[src/rtl/decode_input_queue_pkg.sv]
// decode_input_queue_pkg: shared fetch/decode entry type and widths for the decode input queue
package decode_input_queue_pkg;
  localparam int unsigned VLEN = 64;
  localparam int unsigned EX_CAUSE_W = 6;
  typedef struct packed {
    logic [VLEN-1:0]       pc;
    logic [31:0]           instr;
    logic                  is_compressed;
    logic [15:0]           cinstr;
    logic                  is_illegal;
    logic                  bp_taken;
    logic [VLEN-1:0]       bp_target;
    logic                  ex_valid;
    logic [EX_CAUSE_W-1:0] ex_cause;
  } fetch_entry_t;
endpackage

[src/rtl/decode_input_queue.sv]
// decode_input_queue: in-order FIFO of expanded fetch entries feeding the decoder.
// Virtual address width comes from decode_input_queue_pkg::VLEN.
// Define DECODE_QUEUE_BYPASS_EN to forward a fetch entry straight to decode when
// the queue is empty and the decoder is ready (zero-cycle latency).
module decode_input_queue
  import decode_input_queue_pkg::*;
#(
  parameter int unsigned DEPTH = 4
) (
  input  logic                       clk_i,
  input  logic                       rst_i,
  input  logic                       flush_i,
  input  logic                       fetch_valid_i,
  output logic                       fetch_ready_o,
  input  fetch_entry_t               fetch_entry_i,
  output logic                       decode_valid_o,
  input  logic                       decode_ready_i,
  output fetch_entry_t               decode_entry_o,
  output logic [$clog2(DEPTH):0]     count_o
);
  localparam int unsigned PW = $clog2(DEPTH);
  localparam int unsigned CW = PW + 1;
  logic [PW-1:0] rd_ptr_q, rd_ptr_d, wr_ptr_q, wr_ptr_d;
  logic [CW-1:0] count_q, count_d;
  fetch_entry_t  mem_q [DEPTH];
  logic          push, pop, bypass, empty;
  // handshakes, optional empty-queue bypass and next pointer/count state
  always_comb begin
    empty          = count_q == '0;
`ifdef DECODE_QUEUE_BYPASS_EN
    bypass         = empty && fetch_valid_i && decode_ready_i && !flush_i;
`else
    bypass         = 1'b0;
`endif
    fetch_ready_o  = count_q < CW'(DEPTH);
    decode_valid_o = (!empty || bypass) && !flush_i;
    decode_entry_o = bypass ? fetch_entry_i : mem_q[rd_ptr_q];
    push           = fetch_valid_i && fetch_ready_o && !flush_i && !bypass;
    pop            = !empty && decode_ready_i && !flush_i;
    rd_ptr_d       = flush_i ? '0 : rd_ptr_q + PW'(pop);
    wr_ptr_d       = flush_i ? '0 : wr_ptr_q + PW'(push);
    count_d        = flush_i ? '0 : count_q + CW'(push) - CW'(pop);
    count_o        = count_q;
  end
  // pointer and occupancy registers, cleared asynchronously
  always_ff @(posedge clk_i or posedge rst_i) begin
    if (rst_i) begin
      rd_ptr_q <= '0;
      wr_ptr_q <= '0;
      count_q  <= '0;
    end else begin
      rd_ptr_q <= rd_ptr_d;
      wr_ptr_q <= wr_ptr_d;
      count_q  <= count_d;
    end
  end
  // entry storage is never reset; validity is tracked by the count alone
  always_ff @(posedge clk_i) begin
    if (push) mem_q[wr_ptr_q] <= fetch_entry_i;
  end
endmodule

[config.mk]
export PLATFORM = sky130hd
export DESIGN_NAME = decode_input_queue
export DESIGN_NICKNAME = d
export VERILOG_FILES = /design/src/rtl/decode_input_queue_pkg.sv /design/src/rtl/decode_input_queue.sv
export SDC_FILE = /design/constraint.sdc
export NUM_CORES = 1
export LEC_CHECK = 0
export BUFFER_PORTS_ARGS = -buffer_cell sky130_fd_sc_hd__buf_2
export CAP_MARGIN = 30
export CORE_MARGIN = 2
export CORE_UTILIZATION = 53
export CTS_CLUSTER_DIAMETER = 120
export DETAILED_ROUTE_END_ITERATION = 8
export PLACE_DENSITY = 0.84
export SYNTH_ARGS = -nofsm -noshare
export SYNTH_HDL_FRONTEND = slang
export SYNTH_SLANG_ARGS = --single-unit
[constraint.sdc]
create_clock -name clk_i -period 18.2 [get_ports clk_i]
set_input_delay 0.91 -clock clk_i [delete_from_list [all_inputs] [get_ports clk_i]]
set_output_delay 0.91 -clock clk_i [all_outputs]
set_load 0.01 [all_outputs]
# == After elaboration in Yosys (flattened, before gate mapping) ==
# Memory sizes are Yosys's and may differ from the RTL's.
# Index checks and enable logic that the tools add are counted.
# word_totals
ff_bits,7
latch_bits,0
ramBits,744
rom_bits,0
input_bits,191
output_inout_bits,191
word_cells,22
memories,1
# memory_table
name,words,width,rd,rd_clocked_by_memory_dff,write_ports,line,source
mem_q,4,186,1,0,1,decode_input_queue.sv:25,fetch_entry_t mem_q [DEPTH];
# op_classes
addsub,4
n_mul,0
div,0
n_lt_le_gt_ge,1
eq_ne,0
shift,0
mux,5
bitwise_logic,0
reduce_logical,8
# ops
op,n
logical AND 1 bit,5
adder 2 x 1 -> 2 bit,2
2-to-1 mux 2 bit,2
adder 3 x 1 -> 3 bit,1
zero test 3 bit,1
less-than comparator 3 bit (second input constant),1
2-to-1 mux 3 bit,1
subtractor 3 x 1 -> 3 bit,1
zero test 1 bit,2
2-to-1 mux 1 bit,2

# == Depth between registers and ports, before layout ==
# logic_depth
depth_word,6
depth_mapped,10
mapped_depth_nobuf,9

# == Worst setup path before layout ==
# OpenSTA, ideal clock, no wires.
# synth_timing
path_kind,input-to-reg
startpoint,input flush_i
endpoint,memory mem_q[1][0] (netlist bit) (enable)
setup_ps,998
arrival_time_ps,15014
required_time_ps,17202
slack_ps,2188
path_stages,4
n_path_buf,2
cell_sequence,buf_2 > or3b_1 > clkbuf_1 > nor3b_1
# synth_via
elab_chain_cells,4
# synth_rtl
element,line,source
from (decl),decode_input_queue.sv:12,"input logic flush_i,"
zero test 1 bit,decode_input_queue.sv:38,push = fetch_valid_i && fetch_ready_o && !flush_i && !bypass;
logical AND 1 bit,decode_input_queue.sv:38,
2-to-1 mux 1 bit,decode_input_queue.sv:59,if (push) mem_q[wr_ptr_q] <= fetch_entry_i;
2-to-1 mux 1 bit (not written as such),decode_input_queue.sv:59,
to (decl),decode_input_queue.sv:25,
# No other way between the ends.

==> flow_summary.json <==
{
  "fin_skew_ns": 0.0227,
  "crit_path_end_kind": "primary output",
  "cp.arrival_ns": 3.76,
  "ys_warn_count": 0,
  "r2r_slack_ns": 14.48,
  "p_switching_uw": 866,
  "highest_layer": "met5",
  "setup-violations-final": 0,
  "vias_per_cell": 5.66,
  "swShare_pct": 21.6,
  "hold_slack_ns": 0.251,
  "ys_seq_elements": 751,
  "hold_buffers": 0,
  "grt_pass1_wl_mm": 83.7,
  "port_buffers": 381,
  "tns_ns": 0,
  "start_util_pct": 53.3,
  "avgSynthCellArea_um2": 27.0,
  "io_pins": 382,
  "clk_pin_slew_ns": 0.06,
  "critPathMaxStageDelay_ns": 1.03,
  "cts_sinks": 751,
  "grt_max_degree": 69,
  "grt_pass1_vias": 13183,
  "cts_setup_buffers": 0,
  "vdd_ir_drop_max_mv": 0.0926,
  "power.total_mw": 4.00,
  "finalCritPeriodShare_pct": 25.6,
  "worst_pin_slew_ns": 0.980,
  "min_period_ns": 4.67,
  "internal_power_mw": 3.13,
  "rsz0062_at_grt": "no",
  "cts-htree-levels": 3,
  "n_fill_cell": 3314,
  "gr-total-overflow": 0,
  "nets": 1640,
  "wl_met1_mm": 20.4,
  "grt_use_total_pct": 21.5,
  "final_cell_mix": "744 x edfxtp_1, 381 x buf_2, 186 x mux4_2",
  "layoutNonFillerInstCount": 2188,
  "synth_cell_types": 18,
  "hold_viol": 0,
  "num_rows": 83,
  "p_leak_nw": 10.8,
  "maxSlewHeadroom_pct": 34.7,
  "vias": 12392,
  "pwr-share-clk_pct": 38.5,
  "core-area_um2": 51100,
  "ant_nets": 0,
  "reg2regPathDepth": 4,
  "syn_nets": 1205,
  "totalWireLength_mm": 56.0,
  "drc": 0,
  "yosysSeqAreaShare_pct": 82.7,
  "wl_per_cell_um": 25.6,
  "rr_endpoint": "mem_q[2][16]",
  "worst-setup-path-type": "register to primary output",
  "syn-instance-count": 1009,
  "worst_path_max_delay_cell": "dfrtp_4",
  "cp.required_ns": 17.29,
  "dr_wl_met2_mm": 29.6,
  "dr.pass1.iters": 6,
  "die_w_um": 231,
  "worstSetupStartpoint": "rd_ptr_q[0]",
  "min_path_type": "input port to async pin",
  "root_buffer": "clkbuf_16",
  "dr_wl_met3_mm": 4.62,
  "slew_violations": 0,
  "layout_commonest_cell": "edfxtp_1",
  "antenna_found_initial": 19,
  "max_cap_violations": 0,
  "critPathLaunchType": "register",
  "dieHeight_um": 231,
  "dp_hpwl_mm": 33.5,
  "clkLatencyLatePin_ns": 0.60,
  "area_growth_pct": 19.5,
  "crit_chain": "buf_4, buf_16, buf_4, buf_16, mux4_2, buf_2",
  "cts_buffer_depth": 3,
  "cts_tree": "done",
  "p_seq_share_pct": 50.1,
  "dieArea_um2": 53200,
  "p_comb_share_pct": 11.4,
  "max_freq_mhz": 214,
  "layout-drive-gt1-share_pct": 46.7,
  "final_core_util_pct": 63.7,
  "crit_fanout": 45,
  "p_per_area_nw_per_um2": 123,
  "drtIter0Drc": 1113,
  "rr_startpoint": "count_o[2]",
  "placed_cells": 2047,
  "gp_congestion": 0.777,
  "cts_buffers": 72,
  "cts_resized": 0,
  "outcome": "finished, final reports clean",
  "syn_area_um2": 27200
}
[per-stage QoR]
step,setup slack [ns],cell area [um2]
floorplan,2.19,27200
global route,13.18,32500
detailed placement,13.50,30000
finish,13.53,32500
CTS,12.82,32400
global placement,13.60,29800
[critical path, delay by kind of cell (launching register included)]
family                 cells  cell delay [ns]
muxes                      1             0.60
buffers and inverters      5             1.46
DFF                        1             1.03
[metal layers]
layer,track usage [%],vias up
met2,36.2,535
met3,6.34,100
met1,27.0,6456
li1,-,5283
met4,6.85,18
met5,0,-
[flip-flops by register name, indices dropped and copies added (netlist names)]
signal and cells:
rd_ptr_q 2, wr_ptr_q 2, mem_q 744, count_o 3
[area by class of cell]
cell class | instances | area [um2] | area share, %
Sequential cell | 751 | 22500 | 69.2
Multi-Input combinational cell | 209 | 4400 | 13.5
Timing Repair Buffer | 405 | 2250 | 6.90
Clock buffer | 92 | 1980 | 6.09
Tap cell | 680 | 851 | 2.61
Clock inverter | 36 | 494 | 1.52
Antenna cell | 10 | 25.0 | 0.0769
Inverter | 5 | 18.8 | 0.0577
[Yosys cell counts]
cell type / n / share of area, %
mux4_2: 186 / 15
and3_1: 1 / 0.023
xnor2_1: 2 / 0.064
nor2b_1: 3 / 0.069
ha_1: 4 / 0.18
buf_6: 17 / 0.70
nor2_1: 5 / 0.069
fa_1: 1 / 0.073
nor3b_1: 3 / 0.083
clkbuf_1: 6 / 0.083
inv_1: 5 / 0.069
edfxtp_1: 744 / 82
buf_2: 20 / 0.37
xnor3_1: 1 / 0.083
or3b_1: 1 / 0.032
buf_4: 1 / 0.028
nor3_1: 2 / 0.037
dfrtp_1: 7 / 0.64
[cells by family (layout without fill, tap and decap cells)]
group | after synthesis | after routing | synth area share [%]
flops | 751 | 751 | 82.7
other cells | 0 | 10 | 0
simple gates | 15 | 15 | 0.312
fa+ha+maj | 5 | 5 | 0.257
xor+xnor | 3 | 3 | 0.147
mux | 186 | 186 | 15.4
buf+inv | 49 | 538 | 1.25
[power groups by stage]
stage          sequential [mW]  clock, mW  combinational (mW)
6_report                  2.00       1.54               0.456
5_1_grt                   2.01       1.64               0.488
4_1_cts                   2.00       1.57               0.459
3_5_place_dp              2.04          0               0.453
3_3_place_gp              2.03          0               0.437
2_1_floorplan             2.05          0               0.296
[worst max path at each step]
stage                           to  slack, ns  depth (start not counted)
2_1_floorplan          mem_q[1][0]       2.19                          4
3_3_place_gp   decode_entry_o[144]      13.60                          4
3_5_place_dp   decode_entry_o[131]      13.50                          4
4_1_cts        decode_entry_o[103]      12.82                          4
5_1_grt        decode_entry_o[136]      13.18                          6
6_report       decode_entry_o[136]      13.53                          6
Note: power is estimated with default switching activity, not from simulation.
